## config.mk

```make
export PLATFORM = sky130hd
export DESIGN_NAME = affine_write_gen
export DESIGN_NICKNAME = d
export VERILOG_FILES = /design/src/rtl/affine_write_gen.sv
export SDC_FILE = /design/constraint.sdc
export NUM_CORES = 1
export LEC_CHECK = 0
export CORE_MARGIN = 2
export CORE_UTILIZATION = 55
export CTS_CLUSTER_DIAMETER = 60
export DETAILED_ROUTE_END_ITERATION = 8
export PLACE_DENSITY_LB_ADDON = 0.15
export RECOVER_POWER = 50
export SYNTH_ARGS = -nofsm -noshare
export SYNTH_HDL_FRONTEND = slang
export SYNTH_SLANG_ARGS = --single-unit
export TNS_END_PERCENT = 10
```

## constraint.sdc

```tcl
create_clock -name clk -period 3.7 [get_ports clk]
set_input_delay 0.555 -clock clk [delete_from_list [all_inputs] [get_ports clk]]
set_output_delay 0.555 -clock clk [all_outputs]
set_load 0.01 [all_outputs]
```

## src/rtl/affine_write_gen.sv

```systemverilog
// Write-side 2D affine address generator: each accepted stream beat is written to
// offset + x*x_stride + y*y_stride (x fastest), with a done pulse at end of frame.
module affine_write_gen #(
  parameter int ADDR_W = 16,
  parameter int DATA_W = 16
) (
  input  logic              clk,
  input  logic              rst_n,
  input  logic              start,
  input  logic [ADDR_W-1:0] offset,
  input  logic [ADDR_W-1:0] x_max,
  input  logic [ADDR_W-1:0] x_stride,
  input  logic [ADDR_W-1:0] y_max,
  input  logic [ADDR_W-1:0] y_stride,
  input  logic              in_valid,
  input  logic [DATA_W-1:0] in_data,
  output logic              in_ready,
  output logic              mem_we,
  output logic [ADDR_W-1:0] mem_addr,
  output logic [DATA_W-1:0] mem_wdata,
  output logic              busy,
  output logic              done
);

  typedef enum logic [1:0] {
    S_IDLE = 2'd0,
    S_RUN  = 2'd1,
    S_DONE = 2'd2
  } state_t;

  state_t r_state;
  state_t w_state_nxt;

  logic [ADDR_W-1:0] r_offset;
  logic [ADDR_W-1:0] r_x_max;
  logic [ADDR_W-1:0] r_x_stride;
  logic [ADDR_W-1:0] r_y_max;
  logic [ADDR_W-1:0] r_y_stride;
  logic [ADDR_W-1:0] r_x_cnt;
  logic [ADDR_W-1:0] r_y_cnt;
  logic [ADDR_W-1:0] r_x_acc;
  logic [ADDR_W-1:0] r_y_acc;
  logic              r_mem_we;
  logic [ADDR_W-1:0] r_mem_addr;
  logic [DATA_W-1:0] r_mem_wdata;

  logic              w_start_ok;
  logic              w_zero_ext;
  logic              w_accept;
  logic              w_x_last;
  logic              w_y_last;
  logic              w_frame_last;
  logic [ADDR_W-1:0] w_beat_addr;

  // Extent check uses the live inputs: they are exactly what gets latched on this edge.
  assign w_start_ok   = (r_state == S_IDLE) && start;
  assign w_zero_ext   = (x_max == '0) || (y_max == '0);
  assign w_accept     = in_valid && (r_state == S_RUN);
  assign w_x_last     = (r_x_cnt == (r_x_max - ADDR_W'(1)));
  assign w_y_last     = (r_y_cnt == (r_y_max - ADDR_W'(1)));
  assign w_frame_last = w_accept && w_x_last && w_y_last;
  assign w_beat_addr  = r_offset + r_x_acc + r_y_acc;

  always_ff @(posedge clk or negedge rst_n) begin
    if (!rst_n) begin
      r_state <= S_IDLE;
    end else begin
      r_state <= w_state_nxt;
    end
  end

  always_comb begin
    w_state_nxt = r_state;
    in_ready    = 1'b0;
    busy        = 1'b0;
    done        = 1'b0;
    case (r_state)
      S_IDLE: begin
        if (start) begin
          w_state_nxt = w_zero_ext ? S_DONE : S_RUN;
        end
      end
      S_RUN: begin
        in_ready = 1'b1;
        busy     = 1'b1;
        if (w_frame_last) begin
          w_state_nxt = S_DONE;
        end
      end
      S_DONE: begin
        busy        = 1'b1;
        done        = 1'b1;
        w_state_nxt = S_IDLE;
      end
      default: begin
        w_state_nxt = S_IDLE;
      end
    endcase
  end

  always_ff @(posedge clk or negedge rst_n) begin
    if (!rst_n) begin
      r_offset   <= '0;
      r_x_max    <= '0;
      r_x_stride <= '0;
      r_y_max    <= '0;
      r_y_stride <= '0;
    end else if (w_start_ok) begin
      r_offset   <= offset;
      r_x_max    <= x_max;
      r_x_stride <= x_stride;
      r_y_max    <= y_max;
      r_y_stride <= y_stride;
    end
  end

  // Raster walk: x wraps into y; both wrap to zero after the last beat of the frame.
  always_ff @(posedge clk or negedge rst_n) begin
    if (!rst_n) begin
      r_x_cnt <= '0;
      r_y_cnt <= '0;
      r_x_acc <= '0;
      r_y_acc <= '0;
    end else if (w_start_ok) begin
      r_x_cnt <= '0;
      r_y_cnt <= '0;
      r_x_acc <= '0;
      r_y_acc <= '0;
    end else if (w_accept) begin
      if (!w_x_last) begin
        r_x_cnt <= r_x_cnt + ADDR_W'(1);
        r_x_acc <= r_x_acc + r_x_stride;
      end else begin
        r_x_cnt <= '0;
        r_x_acc <= '0;
        if (!w_y_last) begin
          r_y_cnt <= r_y_cnt + ADDR_W'(1);
          r_y_acc <= r_y_acc + r_y_stride;
        end else begin
          r_y_cnt <= '0;
          r_y_acc <= '0;
        end
      end
    end
  end

  always_ff @(posedge clk or negedge rst_n) begin
    if (!rst_n) begin
      r_mem_we    <= 1'b0;
      r_mem_addr  <= '0;
      r_mem_wdata <= '0;
    end else begin
      r_mem_we <= w_accept;
      if (w_accept) begin
        r_mem_addr  <= w_beat_addr;
        r_mem_wdata <= in_data;
      end
    end
  end

  assign mem_we    = r_mem_we;
  assign mem_addr  = r_mem_addr;
  assign mem_wdata = r_mem_wdata;

endmodule

```

==> results by group, run 1 <==
Outcome
  • Status: complete, but fails checks
  • Failing checks: max-capacitance violations, max-slew violations

CTS
  • Cts hold-fix bufs: 0
  • CTS tree: yes
  • CTS Buf Count: 17
  • Clk buf depth: 2
  • Htree depth: 4
  • Root buffer cell: clkbuf_16
  • Clk Latency, worst-skew pair: between 0.4 and 0.5 ns
  • Clk sinks: 179
  • Clk pin slew, worst setup/hold paths: around 0.07 ns

Timing
  • RSZ-0062 raised after global routing: false
  • Pins Over Slew Limit: 151
  • Layout Skew: a little over 0.01 ns
  • Final setup viols: 0
  • Max Clk Rate: 297 MHz
  • Tmin final: roughly 3.4 ns
  • Max_slew headroom: -25.9%
  • Final cycle utilization of the critical path: between 90% and 100%
  • Final hold vios: 0
  • Setup TNS Final: 0 ns
  • Tightest Pin Transition: roughly 1.9 ns

GRT
  • All-Layer GR Usage: 25.5%
  • Initial antenna violation count: 0
  • Vias in the first global route: between 8000 and 9000
  • First-pass GRT wire length: between 40 and 50 mm
  • Grt ovf: 0
  • Pin count of the biggest net entering global routing: 77

Routing
  • Remaining DRCs: 0
  • ANT nets after route: 0
  • Routed WL: approximately 25 mm
  • Initial drt markers: 506
  • Routed len/inst: between 15 and 20 um
  • First drt pass iteration count: 5
  • Drt via density: between 5 and 6
  • DR vias: 8835

Synth
  • Post-synthesis cell area: 0.0105 mm^2
  • Top FF cell, synth: dfrtp_1
  • Avg Inst Size Synth: roughly 8.9 um^2
  • Post-synthesis cell type count: 70
  • Synth warn: 0
  • Post-synth EDFFs: 0
  • Syn_nets: roughly 1400
  • Number of synthesized register bits: roughly 180
  • Post-synth ARST share: 100%
  • Mapped Cells: between 1000 and 1500
  • Seq/Total Area, Yosys: approximately 43%

Worst setup path
  • R2R depth: 11
  • Crit Path Max Fanout: 3
  • CP Launch Type: flop
  • FF-to-FF setup slack: about 0.33 ns
  • Reg2reg end: mem_addr[14]
  • Crit path DAT: 3.68 ns
  • Critical path data required time: about 4 ns
  • Reg2reg start: r_offset[2]
  • CP Class: reg -> reg
  • Critical Path End Type: flop

Hold path
  • Hold Crit Class: reg -> reg
  • WHS Path Cells: 2
  • Hold Crit Start: mem_wdata[10]
  • WHS Endpoint: mem_wdata[10]

Layout
  • Fillers: between 1500 and 2000
  • Most common cell after layout, fill and taps aside: nand2_1
  • Layout overhead on the synthesized area: 20.6%
  • Finished Core Util: a little under 70%
  • Multi-input gate area: 0.00572 mm^2
  • Antenna cells: 0
  • Most frequent cells in the layout: nand2_1, dfrtp_1, clkdlybuf4s50_1
  • Sequential Area: 0.00448 mm^2
  • Nets: 1486
  • Layout cells sized above 1: 5.19%

Pwr
  • Peak VDD IR: between 0.4 and 0.5 mV
  • P_leak: around 6 nW
  • Pwr per Cell Area: around 860 mW/mm^2

Place
  • RD Place Congestion: just under 0.9
  • Port bufs: 135
  • DP Wirelength: around 18 mm

Floorplan
  • Die span in x: approximately 140 um
  • Starting density of the core: 56.2%
  • Full die area: about 0.02 mm^2
  • Floorplan row count: 50
  • Chip Height: roughly 140 um
  • IO Count: roughly 140
  • Core Area: ~0.019 mm^2

Job
  • Maximum Capacitance Violations: 2
where the power goes:
group / internal [W] / switching, W / total, W
combinational: 0.00259 / 0.00311 / 0.00570
sequential: 0.00273 / 0.000816 / 0.00354
clock: 0.000884 / 0.000809 / 0.00169
total: 0.00620 / 0.00473 / 0.0109
cell type report:
cell class                 count  share of cell area (%)
timing repair buffer         152                    11.8
inverter                      39                    1.15
tap                          234                    2.31
sequential                   179                    35.3
multi-input combinational    928                    45.1
clock inverter                14                   0.859
clock buffer                  18                    3.46
Yosys cell counts (8+ instances only):
cell type	count	area (um^2)
clkbuf_1	30	113
a22o_1	18	158
xor2_1	49	429
o31ai_1	9	67.6
a31oi_1	13	81.3
xnor2_1	36	315
nor4_1	15	93.8
nor2_1	61	229
o21bai_1	8	60.1
nand2_1	341	1280
inv_1	38	143
ha_1	51	638
fa_1	18	360
nand3_1	28	140
o21ai_0	70	350
and3_1	14	87.6
a21oi_1	37	185
nor3_1	29	145
dfrtp_1	179	4480
a21o_1	14	105
stage by stage:
stage	hold WS (ns)	total power (W)	std cells	area, um^2	setup WS (ns)
2_1_floorplan	0.259	0.00744	1187	10500	0.461
4_1_cts	0.166	0.0109	1564	12700	0.226
3_3_place_gp	0.457	0.00901	1532	12100	0.364
6_report	0.475	0.0109	1564	12700	0.328
5_1_grt	0.491	0.0119	1564	12700	0.0818
3_5_place_dp	0.461	0.00920	1532	12100	0.272
state kept, by name, indices dropped and copies added, names as in the netlist:
signal / count
mem_addr: 16
mem_wdata: 16
mem_we: 1
r_offset: 16
r_state: 2
r_x_acc: 16
r_x_cnt: 16
r_x_max: 16
r_x_stride: 16
r_y_acc: 16
r_y_cnt: 16
r_y_max: 16
r_y_stride: 16
worst max-delay path, stage by stage, from the launching register on:
cell and delay (ns):
dfrtp_1 0.40, fa_1 0.56, ha_1 0.23, a21o_1 0.19
a21oi_1 0.24, o21ai_0 0.19, o41ai_2 0.28, o21ai_0 0.23
or4_1 0.43, a41oi_1 0.23, xor2_1 0.17, o21ai_0 0.09
cells by family (layout without fill, tap and decap cells):
family / count (synthesis) / count (layout) / synth area share (%)
multiplexers: 3 / 3 / 0.309
flip-flops: 179 / 179 / 42.6
XOR/XNOR: 85 / 85 / 7.08
adder cells (fa/ha/maj): 69 / 69 / 9.50
AND/OR/NAND/NOR: 550 / 550 / 23.4
AO/OA/AOI/OAI: 221 / 221 / 13.9
buffers and inverters: 80 / 223 / 3.18
worst max path at each step:
stage / from / to / cells past startpoint
after floorplan: r_offset[2] / mem_addr[14] / 11
after detailed placement: r_offset[2] / mem_addr[14] / 11
after global placement: r_offset[2] / mem_addr[14] / 11
final: r_offset[2] / mem_addr[14] / 11
after CTS: r_offset[2] / mem_addr[14] / 11
after global routing: r_y_acc[1] / mem_addr[15] / 14
routing by layer:
| layer | up-vias | part of all wire (%) | GRT usage (%) |
|---|---|---|---|
| met5 | - | 0 | 0 |
| met4 | 0 | 1.4 | 7.68 |
| met3 | 26 | 4.1 | 3.33 |
| met2 | 215 | 47 | 41.0 |
| met1 | 4252 | 48 | 36.3 |
| li1 | 4342 | - | - |
timing repair:
item / 4_1_cts / 5_1_grt
hold endpoints to repair: 0 / 0
gates resized for setup: 0 / 2
endpoints found under the setup margin: 0 / 2
buffers inserted: 0 / 0
(Power assumes the default switching activity.)
==> run 2, diff against run 1 <==
--- a/config.mk
+++ b/config.mk
@@ -11,6 +11,7 @@
 export DETAILED_ROUTE_END_ITERATION = 8
 export PLACE_DENSITY_LB_ADDON = 0.15
 export RECOVER_POWER = 50
+export SETUP_SLACK_MARGIN = 0.5
 export SYNTH_ARGS = -nofsm -noshare
 export SYNTH_HDL_FRONTEND = slang
 export SYNTH_SLANG_ARGS = --single-unit
==> results by group, run 2 (same netlist as run 1, synthesis figures left out) <==
Worst setup path
  • Cell with the largest stage delay on the worst path: or3b_2
  • Crit Path Max Fanout: 29 (+26)
  • R2R depth: 12 (+1)
  • Worst setup path endpoint: r_y_cnt[11]
  • Worst path bufs/invs: 2 (+2)
  • CP top delay family: simple AND/OR/NAND/NOR gates
  • Max incr delay on CP: 0.52 ns (-0.04 ns)
  • Levels on crit path: 12 (+1)
  • Crit path from: r_x_max[0]
  • Crit path DAT: 3.60 ns (-0.08 ns)
  • FF-to-FF setup slack: 0.44 ns (+0.12 ns)
  • Critical Path End Type: flop
  • Crit-path cells: inv_1 -> ha_1 -> or3b_2 -> nor4_2 -> xnor2_1 -> o221ai_2 -> nor3_2 -> a21oi_2 -> buf_6 -> nand2b_1 -> or3_1 -> a21oi_1
  • CP Class: reg -> reg
  • CP Launch Type: flop
  • Reg2reg end: r_y_cnt[11]
  • Critical path data required time: 4.04 ns (+0.03 ns)
  • Reg2reg start: r_x_max[0]

GRT
  • Met2 usage: 42.6% (+1.6 points)
  • Busiest grt layer: met2
  • Pin count of the biggest net entering global routing: 91 (+18%)
  • GRT met3 Usage: 3.77% (+0.44 points)
  • All-Layer GR Usage: 26.4% (+0.96 points)
  • Vias in the first global route: 8737 (+3.2%)
  • Initial antenna violation count: 0 (unchanged)
  • Grt ovf: 0 (unchanged)
  • First-pass GRT wire length: 42.8 mm (+3.7%)
  • Grt met1 use: 37.6% (+1.3 points)

Layout
  • Layout overhead on the synthesized area: 21.9%
  • Most common cell after layout, fill and taps aside: nand2_1
  • Most frequent cells in the layout: nand2_1, dfrtp_1, clkdlybuf4s50_1
  • Nets: 1495 (+0.61%)
  • Layout cells sized above 1: 6.05% (+0.86 points)
  • Antenna cells: 0 (unchanged)

Routing
  • DR vias: 8977 (+1.6%)
  • First drt pass iteration count: 5 (unchanged)
  • Routed len/inst: 16.4 um (+3.2%)
  • ANT nets after route: 0 (unchanged)
  • Drt via density: 5.71 (+1.0%)
  • Remaining DRCs: 0 (unchanged)
  • Routed WL: 25.8 mm (+3.8%)
  • Initial drt markers: 495 (-2.2%)

CTS
  • Root buffer cell: clkbuf_16
  • CTS Buf Count: 17 (unchanged)
  • Clk pin slew, worst setup/hold paths: 0.07 ns (about the same)
  • Clk buf depth: 2 (unchanged)
  • CTS tree: yes
  • Clk sinks: 179 (unchanged)
  • Clk Latency, worst-skew pair: 0.43 ns (about the same)
  • Cts hold-fix bufs: 0 (unchanged)
  • Htree depth: 4 (unchanged)

Floorplan
  • Floorplan row count: 50 (unchanged)
  • Die span in x: 142 um (unchanged)
  • IO Count: 136 (unchanged)
  • Starting density of the core: 56.2% (unchanged)
  • Chip Height: 142 um (unchanged)
  • Full die area: 0.0202 mm^2 (unchanged)
  • Core Area: 0.0187 mm^2 (unchanged)

Outcome
  • Status: complete, but fails checks
  • Failing checks: max-capacitance violations, max-slew violations

Job
  • Maximum Capacitance Violations: 1 (-1)

Timing
  • RSZ-0062 raised after global routing: true
  • Final setup viols: 0 (unchanged)
  • Layout Skew: 0.00987 ns (-0.000344 ns)
  • Tightest Pin Transition: 2.23 ns (+0.346 ns)
  • Hold slack: 0.474 ns (-0.000976 ns)
  • Final cycle utilization of the critical path: 88.0% (-3.2 points)
  • Pins Over Slew Limit: 90 (-40%)
  • Max_slew headroom: -49.0% (-23 points)
  • Max Clk Rate: 307 MHz (+3.6%)
  • Final hold vios: 0 (unchanged)
  • Tmin final: 3.26 ns (-0.117 ns)
  • Setup TNS Final: 0 ns (unchanged)

Place
  • RD Place Congestion: 0.859 (-2.2%)
  • DP Wirelength: 18.4 mm (+1.5%)
  • Port bufs: 135 (unchanged)

Pwr
  • Pwr per Cell Area: 879 mW/mm^2 (+1.9%)
  • Peak VDD IR: 0.393 mV (-7.6%)
  • P_leak: 6.06 nW (+0.90%)

Hold path
  • Hold Crit Class: reg -> reg
  • WHS Path Cells: 2 (unchanged)
## run 2: cell types whose count changed in the layout (fill, tap and decap cells not counted), sizes merged
| cell | change |
|---|---|
| clkbuf | +7 |
| bufinv | +3 |
| buf | +8 |
| inv | -2 |
| clkinv | -7 |
## run 2: layer usage
layer,share of wire [%],vias to the layer above
li1,-,4373
met1,46,4317
met2,47,257
met3,4.9,30
met4,1.6,0
met5,0,-
## run 2: final cells by class
cell class | count | area [um^2]
Clock buffer | 24 | 462
Timing Repair Buffer | 161 | 1540
Fill cell | 1562 | 5890
Tap cell | 234 | 293
Clock inverter | 8 | 128
Sequential cell | 179 | 4480
Inverter | 39 | 146
Multi-Input combinational cell | 928 | 5760
## run 2: worst min-delay path by stage
| stage | from | to | slack (ns) |
|---|---|---|---|
| after detailed placement | mem_wdata[3] | mem_wdata[3] | 0.46 |
| after global routing | mem_wdata[10] | mem_wdata[10] | 0.51 |
| after CTS | rst_n | mem_addr[4] | 0.24 |
| after floorplan | rst_n | mem_addr[0] | 0.26 |
| final | mem_wdata[3] | mem_wdata[3] | 0.47 |
| after global placement | mem_wdata[6] | mem_wdata[6] | 0.46 |
## run 2: stage by stage
stage               std cells  utilization, %  instance area (um^2)  setup WS [ns]  total power (W)
CTS                      1566            68.2                 12800          0.482           0.0112
global placement         1533            64.9                 12100          0.389          0.00903
detailed placement       1533            64.9                 12100          0.302          0.00921
global route             1573            68.5                 12800          0.314           0.0122
floorplan                1187               -                 10500          0.470          0.00746
finish                   1573            68.5                 12800          0.445           0.0113
## run 2: tightest hold or removal path: stages (launching register included)
cell,delay [ns]
dfrtp_1,0.34
nand2_1,0.05
nand2_1,0.06
## run 2: repair_timing
| action | CTS | global route |
|---|---|---|
| endpoints found under the setup margin | 16 | 34 |
| cloned | 0 | 0 |
| gates resized for setup | 10 | 9 |
| setup buffers | 1 | 7 |
| pin swaps | 2 | 11 |
## run 2: where the power goes
group / internal (W) / total (W) / switching (W)
clock network: 0.00108 / 0.00183 / 0.000747
registers: 0.00273 / 0.00357 / 0.000840
logic: 0.00265 / 0.00586 / 0.00322
